==> src/rtl/inst_loader.sv <==
// Byte-stream program loader: frames of header N + N big-endian 16-bit words into icmem, core held in reset until done.
// Write strobe one cycle after the low byte; core released two edges after the last byte; in_ready depends on state only.
module inst_loader #(
    parameter int ISA_WIDTH  = 16,
    parameter int BYTE_WIDTH = 8,
    parameter int MAX_INSTS  = 32,
    parameter int CNT_WIDTH  = 6
) (
    input  logic                  clk,
    input  logic                  rst,
    input  logic                  start,
    input  logic [BYTE_WIDTH-1:0] in_data,
    input  logic                  in_valid,
    output logic                  in_ready,
    output logic                  inst_wen,
    output logic [ISA_WIDTH-1:0]  input_inst,
    output logic [CNT_WIDTH-1:0]  inst_cnt,
    output logic                  core_rst,
    output logic                  load_done,
    output logic                  load_err
);

    typedef enum logic [2:0] {
        S_IDLE,
        S_HDR,
        S_HI,
        S_LO,
        S_FIN,
        S_RUN,
        S_ERR
    } state_t;

    localparam int HW = BYTE_WIDTH + CNT_WIDTH;
    localparam logic [HW-1:0] HDR_MAX = HW'(MAX_INSTS);

    state_t                 state_q, state_d;
    logic [CNT_WIDTH-1:0]   n_q, n_d;
    logic [BYTE_WIDTH-1:0]  hi_q, hi_d;
    logic [CNT_WIDTH-1:0]   cnt_q, cnt_d;
    logic [ISA_WIDTH-1:0]   inst_q, inst_d;
    logic                   wen_q, wen_d;
    logic                   core_rst_q, core_rst_d;
    logic                   done_q, done_d;
    logic                   err_q, err_d;

    logic                   accept;
    logic                   arm;
    logic                   hdr_bad;
    logic [CNT_WIDTH-1:0]   cnt_inc;
    logic                   last_word;

    assign accept    = in_valid & in_ready;
    assign arm       = start & ((state_q == S_IDLE) | (state_q == S_RUN) | (state_q == S_ERR));
    assign hdr_bad   = (in_data == '0) || ({{CNT_WIDTH{1'b0}}, in_data} > HDR_MAX);
    assign cnt_inc   = cnt_q + 1'b1;
    assign last_word = (cnt_inc == n_q);

    always_ff @(posedge clk) begin
        if (rst) begin
            state_q <= S_IDLE;
        end else begin
            state_q <= state_d;
        end
    end

    always_comb begin
        state_d = state_q;
        case (state_q)
            S_IDLE, S_RUN, S_ERR: if (arm) state_d = S_HDR;
            S_HDR:  if (accept) state_d = hdr_bad ? S_ERR : S_HI;
            S_HI:   if (accept) state_d = S_LO;
            S_LO:   if (accept) state_d = last_word ? S_FIN : S_HI;
            S_FIN:  state_d = S_RUN;
            default: state_d = S_IDLE;
        endcase
    end

    // Status outputs trail the state by one edge, so FIN keeps the core in
    // reset through the final write strobe.
    always_comb begin
        in_ready   = (state_q == S_HDR) | (state_q == S_HI) | (state_q == S_LO);
        n_d        = n_q;
        hi_d       = hi_q;
        cnt_d      = cnt_q;
        inst_d     = inst_q;
        wen_d      = 1'b0;
        core_rst_d = (state_q != S_RUN);
        done_d     = (state_q == S_RUN);
        err_d      = (state_q == S_ERR);
        if (arm) begin
            cnt_d = '0;
        end
        if (accept) begin
            case (state_q)
                S_HDR: n_d = CNT_WIDTH'(in_data);
                S_HI:  hi_d = in_data;
                S_LO: begin
                    inst_d = {hi_q, in_data};
                    wen_d  = 1'b1;
                    cnt_d  = cnt_inc;
                end
                default: ;
            endcase
        end
    end

    always_ff @(posedge clk) begin
        if (rst) begin
            n_q        <= '0;
            hi_q       <= '0;
            cnt_q      <= '0;
            inst_q     <= '0;
            wen_q      <= 1'b0;
            core_rst_q <= 1'b1;
            done_q     <= 1'b0;
            err_q      <= 1'b0;
        end else begin
            n_q        <= n_d;
            hi_q       <= hi_d;
            cnt_q      <= cnt_d;
            inst_q     <= inst_d;
            wen_q      <= wen_d;
            core_rst_q <= core_rst_d;
            done_q     <= done_d;
            err_q      <= err_d;
        end
    end

    assign inst_wen   = wen_q;
    assign input_inst = inst_q;
    assign inst_cnt   = cnt_q;
    assign core_rst   = core_rst_q;
    assign load_done  = done_q;
    assign load_err   = err_q;

endmodule

==> config.mk <==
export PLATFORM = sky130hd
export DESIGN_NAME = inst_loader
export DESIGN_NICKNAME = d
export VERILOG_FILES = /design/src/rtl/inst_loader.sv
export SDC_FILE = /design/constraint.sdc
export NUM_CORES = 1
export LEC_CHECK = 0
export ABC_AREA = 1
export CAP_MARGIN = 20
export CORE_MARGIN = 2
export CORE_UTILIZATION = 50
export DETAILED_ROUTE_END_ITERATION = 16
export GPL_ROUTABILITY_DRIVEN = 0
export MAX_ROUTING_LAYER = met4
export PLACE_DENSITY = 0.88
export SYNTH_ARGS = -nofsm -noshare
export SYNTH_HDL_FRONTEND = slang
export SYNTH_SLANG_ARGS = --single-unit
==> constraint.sdc <==
create_clock -name clk -period 1.7 [get_ports clk]
set_input_delay 0.17 -clock clk [delete_from_list [all_inputs] [get_ports clk]]
set_output_delay 0.17 -clock clk [all_outputs]
set_load 0.02 [all_outputs]
==> results of run 1 <==
==> cell families (layout without fill, tap and decap cells) <==
kind of cell	count (synthesis)	in the layout	synth area share, %
simple gates	89	89	21.6
compound gates	58	58	19.7
buf+inv	47	92	10.6
flops	43	43	47.0
fa+ha+maj	1	1	0.682
xor+xnor	1	1	0.478
==> cells in the final DEF, fill, tap and decap left out, types with 2 or more instances in the layout <==
master / synthesis / routed
inv_2: 5 / 5
o21ai_2: 12 / 12
nand3_1: 15 / 15
nand4_1: 4 / 4
nand3b_1: 2 / 2
nand2_1: 54 / 54
clkdlybuf4s50_1: 0 / 37
nor2_2: 1 / 2
o21ai_0: 22 / 22
dfxtp_1: 43 / 42
clkbuf_4: 0 / 5
nor2_1: 9 / 8
o211ai_1: 2 / 2
o22ai_1: 3 / 3
inv_1: 35 / 35
a21oi_1: 15 / 15
buf_4: 0 / 5
==> worst max-delay path, cell delays in order (launching register included) <==
cell and delay (ns):
dfxtp_1 0.36, buf_4 0.15, clkdlybuf4s50_1 0.60
==> power by group through the flow <==
stage | logic, mW | clock network [mW] | registers [mW]
6_report | 0.751 | 0.629 | 1.18
3_5_place_dp | 0.754 | 0 | 1.20
2_1_floorplan | 0.519 | 0 | 1.22
4_1_cts | 0.745 | 0.636 | 1.18
3_3_place_gp | 0.739 | 0 | 1.20
5_1_grt | 0.840 | 0.681 | 1.20
==> per-layer routing <==
metal	track usage, %	vias up	wire (um)
li1	-	861	-
met1	25.1	761	1790
met2	33.2	53	1860
met3	5.56	11	180
met4	13.6	0	106
met5	-	-	0
==> sequential cells by signal, indices dropped and copies added, names as in the netlist <==
register    cells
inst_cnt        6
state_q         3
load_err        1
n_q             6
load_done       1
hi_q            8
core_rst        1
inst_wen        1
input_inst     16
==> metrics by stage <==
| stage | cells | hold WS (ns) |
|---|---|---|
| 3_5_place_dp | 323 | 0.438 |
| 4_1_cts | 330 | 0.413 |
| 2_1_floorplan | 239 | 0.264 |
| 3_3_place_gp | 323 | 0.435 |
| 6_report | 330 | 0.418 |
| 5_1_grt | 330 | 0.448 |
==> cell usage after synthesis (2+ instances only) <==
cell / n / area [um2]
inv_2: 5 / 18.8
inv_1: 35 / 131
o22ai_1: 3 / 18.8
nor2_1: 9 / 33.8
nand3b_1: 2 / 15.0
nand3_1: 15 / 75.1
nand4_1: 4 / 25.0
a21oi_1: 15 / 75.1
nand2_1: 54 / 203
o21ai_0: 22 / 110
o21ai_2: 12 / 105
dfxtp_1: 43 / 861
buf_2: 3 / 15.0
o211ai_1: 2 / 15.0
==> worst max-delay path by stage <==
stage / from / endpoint / cells past startpoint
6_report: inst_cnt[0]$_SDFF_PP0_ / inst_cnt[0] / 2
5_1_grt: inst_cnt[0]$_SDFF_PP0_ / inst_cnt[0] / 2
4_1_cts: inst_cnt[0]$_SDFF_PP0_ / inst_cnt[0] / 2
3_5_place_dp: in_data[6] / state_q[2]$_SDFFE_PP0P_ / 9
3_3_place_gp: in_data[6] / state_q[2]$_SDFFE_PP0P_ / 9
2_1_floorplan: inst_cnt[0]$_SDFF_PP0_ / state_q[1]$_SDFFE_PP0P_ / 10
==> cell type report <==
cell class                 instances  share of cell area, %
clock buffer                       5                   1.60
clock inverter                     2                   1.60
inverter                          42                   6.81
multi-input combinational        149                   33.2
sequential                        43                   36.6
tap                               46                   2.45
timing repair buffer              43                   17.7
==> repair_timing <==
action	in CTS	in global routing
pin swaps	0	0
endpoints found under the setup margin	2	1
gates resized for setup	2	1
hold endpoints to repair	0	0
gates cloned	0	0
==> results.md, run 1 <==
* Seq pwr share at 46.2%
* Detail Route Antenna Nets at 0
* DRC viols at 0
* Hold wc startpoint: in_data[6]
* Cells after synthesis at around 240
* Dpl hpwl at 2.85 mm
* Skew final at 0.00793 ns
* Max FO, Critical Path at 6
* Slew headroom at 78.4%
* RSZ-0062 raised after global routing: false
* Final setup vio count at 0
* Critical path arrival at 1.46 ns
* Antenna Cells at 0
* Die area at 4170 um2
* HP Class: primary input to register
* Pre-CTS WS at 0.182 ns
* End-of-flow core utilization at 68.9%
* WL per Instance at ~12 um
* Final Power at around 2.6 mW
* Via count at 1,686
* Critical R2R Launch: inst_cnt[0]$_SDFF_PP0_
* Clk sinks at 43
* Post-synth EDFFs at 0
* Total gr overflow at 0
* P_sw at 0.874 mW
* Num CTS Buffers at 5
* Clock power share at around a quarter
* Average cell area after synthesis at between 7 and 8 um2
* Yosys cell types at 29
* R2r worst-path depth at 10
* Setup TNS at 0 ns
* Starting Density at 53.7%
* NumNets Final at 297
* Clock latency on the worst-skew pair at 0.35 ns
* Vias per cell at 5.11
* Number of H-tree levels at 2
* DR iter-0 viols at 99
* Number of fill cells in the layout at between 200 and 300
* Worst Hold Path EP: input_inst[6]$_SDFFE_PP0P_
* Initial antenna violation count at 0
* CP Class: register to output port
* Post-DP Area at around 2300 um2
* FF/Latch Area at 862 um2
* Vias in the first global route at 1,629
* Asr flop ratio synth at 0%
* Final setup margin at 0.0657 ns
* Max Clock Freq at about 0.61 GHz
* Die Wd at 64.5 um
* Final critical-path required period at 1.63 ns
* CTS tree: built
* Reg2reg setup slack at 0.23 ns
* Area delta synth->final at 28.3%
* Run status: finished clean
* Mapped Nets at about 250
* Startpoint types: register
* Synth Cell Area at 1830 um2
* P per Cell Area at 1090 nW/um2
* Total GRT Usage at 21.5%
* Io pins at 39
* Worst ir drop on vdd at a little over 0.0007 V
* Clock-pin slew on the worst setup and hold paths at ~0.13 ns
* Worst-Margin Slew at between 0.3 and 0.4 ns
* Die height at 64.5 um
* Share of cells above drive strength 1 at between 10% and 20%
* FP Rows at 21
* Sequential fraction of the synthesis area at 47.0%
* Post-CTS setup repair buffer count at 0
* Combinational power share at 29.3%
* CP required at approximately 1.5 ns
* Max-cap violations at 0
* Final period utilization at 96.1%
* Synth Register Bits at 43
* Core region area at around 3400 um2
* Int Power at 1.69 mW
* Main synth FF type: dfxtp_1
* Synth warn at 0
* Routed Wire Length at between 3 and 4 mm
* Clock Root Buffer: clkbuf_4
* Fin area at 2350 um2
* CTS Buffer Depth at 2
* CTS Hold Bufs at 0
* CP Capture Type: output port
* Drt pass-1 iters at 4
* Fin. max-slew vios at 0
* Switching part of the total at 34.1%
* Area of the multi-input gates at a little under 800 um2
* Hold Path Depth at 3
* First-pass GRT wire length at 6.79 mm
* Hold Vio Cnt, Final at 0
* Leakage at 0.927 nW
* Port bufs at 38
* FF-to-FF End: state_q[1]$_SDFFE_PP0P_
* Maximum number of pins on one net before global-route repair at 19
Note: power is estimated with default switching activity, not from simulation.
==> run 2: changes to the inputs <==
--- a/config.mk
+++ b/config.mk
@@ -7,6 +7,7 @@
 export LEC_CHECK = 0
 export ABC_AREA = 1
 export CAP_MARGIN = 20
+export CORE_ASPECT_RATIO = 1.75
 export CORE_MARGIN = 2
 export CORE_UTILIZATION = 50
 export DETAILED_ROUTE_END_ITERATION = 16
==> results.md, run 2 (synthesis results as in run 1) <==
* Die area at 4190 um2
* Die Wd at around 50 um
* NumNets Final at 297
* Worst-Margin Slew at approximately 0.34 ns
* Vias in the first global route at 1,579
* Core region area at approximately 3600 um2
* Setup TNS at 0 ns
* Most frequent cells in the layout: 54 x nand2_1, 43 x dfxtp_1, 37 x clkdlybuf4s50_1
* Critical path depth at 1
* Met3 usage at roughly 4.5%
* Area delta synth->final at 29.4%
* Critical Path Start: inst_cnt[2]$_SDFF_PP0_
* Switching part of the total at 34.3%
* CTS Hold Bufs at 0
* Share of cells above drive strength 1 at 13.7%
* Skew final at 0.0102 ns
* Max reg flops at 16
* Clock latency on the worst-skew pair at 0.30 ns
* Routed Wire Length at approximately 4 mm
* Clock-pin slew on the worst setup and hold paths at 0.09 ns
* Met2 Usage GRT at 38.4%
* CTS tree: built
* Clock Root Buffer: clkbuf_8
* Leakage at 0.937 nW
* Final Power at 2.61 mW
* Worst Setup EP: inst_cnt[2]
* Drt pass-1 iters at 4
* Hold Vio Cnt, Final at 0
* Number of H-tree levels at 2
* Detail Route Antenna Nets at 0
* Max-cap violations at 0
* Worst ir drop on vdd at 0.000864 V
* Io pins at 39
* Startpoint types: register
* Port bufs at 38
* Via count at ~1.7k
* CP Class: register to output port
* CP required at 1.53 ns
* GRT Max-Usage Layer: met2
* Grt met1 use at a little over a fifth
* RSZ-0062 raised after global routing: false
* Fin. max-slew vios at 0
* CP max-delay cell: clkdlybuf4s50_1
* Run status: finished clean
* Reg2reg setup slack at 0.21 ns
* Int Power at 1.72 mW
* DRC viols at 0
* Max Clock Freq at approximately 0.61 GHz
* Critical path buffers and inverters at 1
* Initial antenna violation count at 0
* Critical path arrival at 1.47 ns
* Non-filler cells, final at about 330
* Combinational power share at 28.5%
* Final period utilization at 96.4%
* Total GRT Usage at 21.6%
* P per Cell Area at between 1000 and 1500 nW/um2
* First-pass GRT wire length at 6.79 mm
* DR iter-0 viols at between 50 and 60
* Crit-path cells: clkdlybuf4s50_1
* HP Class: register to register
* R2r worst-path depth at 10
* Num CTS Buffers at 5
* Top delay family on crit path: buffers and inverters
* CTS Buffer Depth at 2
* Number of fill cells in the layout at 323
* Seq pwr share at 45.3%
* FP Rows at 29
* P_sw at between 0.8 and 0.9 mW
* Slew headroom at 77.5%
* Final critical-path required period at 1.64 ns
* Vias per cell at 5.08
* Die height at 84.1 um
* CP Capture Type: output port
* Final setup vio count at 0
* Critical R2R Launch: inst_cnt[0]$_SDFF_PP0_
* Cell count after placement at around 320
* WL per Instance at 12.3 um
* FF-to-FF End: state_q[1]$_SDFFE_PP0P_
* CP max stage delay at between 0.6 and 0.7 ns
* Clk sinks at 43
* Antenna Cells at 0
* Maximum number of pins on one net before global-route repair at 19
* Starting Density at 51.5%
* Most common cell after layout, fill and taps aside: nand2_1
* Dpl hpwl at 3.03 mm
* Total gr overflow at 0
* Clock power share at between 20% and 30%
* Max FO, Critical Path at 8
==> run 2: power by group through the flow <==
stage | logic (mW) | registers [mW] | clock network, mW
finish | 0.744 | 1.19 | 0.685
global route | 0.832 | 1.20 | 0.750
CTS | 0.745 | 1.18 | 0.702
detailed placement | 0.756 | 1.21 | 0
global placement | 0.737 | 1.20 | 0
floorplan | 0.519 | 1.22 | 0
==> run 2: cell type report <==
type	instances	area, um2	share of cell area, %
Tap cell	46	57.6	2.43
Clock inverter	2	16.3	0.686
Inverter	42	160	6.75
Multi-Input combinational cell	149	778	32.8
Clock buffer	6	82.6	3.48
Sequential cell	43	861	36.3
Timing Repair Buffer	43	417	17.6
==> run 2: worst min-delay path by stage <==
stage / depth (start not counted) / slack (ns) / from / end
floorplan: 1 / 0.26 / rst / inst_wen$_SDFF_PP0_
global placement: 2 / 0.43 / hi_q[0]$_SDFFE_PP0P_ / hi_q[0]$_SDFFE_PP0P_
detailed placement: 2 / 0.44 / input_inst[6]$_SDFFE_PP0P_ / input_inst[6]$_SDFFE_PP0P_
CTS: 2 / 0.45 / hi_q[2]$_SDFFE_PP0P_ / hi_q[2]$_SDFFE_PP0P_
global route: 2 / 0.48 / input_inst[14]$_SDFFE_PP0P_ / input_inst[14]$_SDFFE_PP0P_
finish: 2 / 0.45 / input_inst[6]$_SDFFE_PP0P_ / input_inst[6]$_SDFFE_PP0P_
==> run 2: metal layers <==
layer	vias to the layer above	share of wire [%]	wire length [um]
li1	856	-	-
met1	773	38	1570
met2	40	54	2200
met3	12	5.0	203
met4	0	3.0	123
met5	-	0	0
==> run 2: through the flow <==
step / hold slack (ns) / area, um2 / worst slack [ns] / utilization, %
global route: 0.481 / 2370 / 0.0145 / 66.7
global placement: 0.431 / 2270 / 0.193 / 64.0
finish: 0.452 / 2370 / 0.0609 / 66.7
detailed placement: 0.439 / 2270 / 0.145 / 64.0
CTS: 0.452 / 2370 / 0.0566 / 66.7
floorplan: 0.264 / 1830 / 0.189 / -
==> run 2: repair_timing <==
item                       in CTS  in global routing
gates resized for setup         1                  0
setup endpoints to repair       1                  0
hold endpoints to repair        0                  0
setup buffers                   0                  0
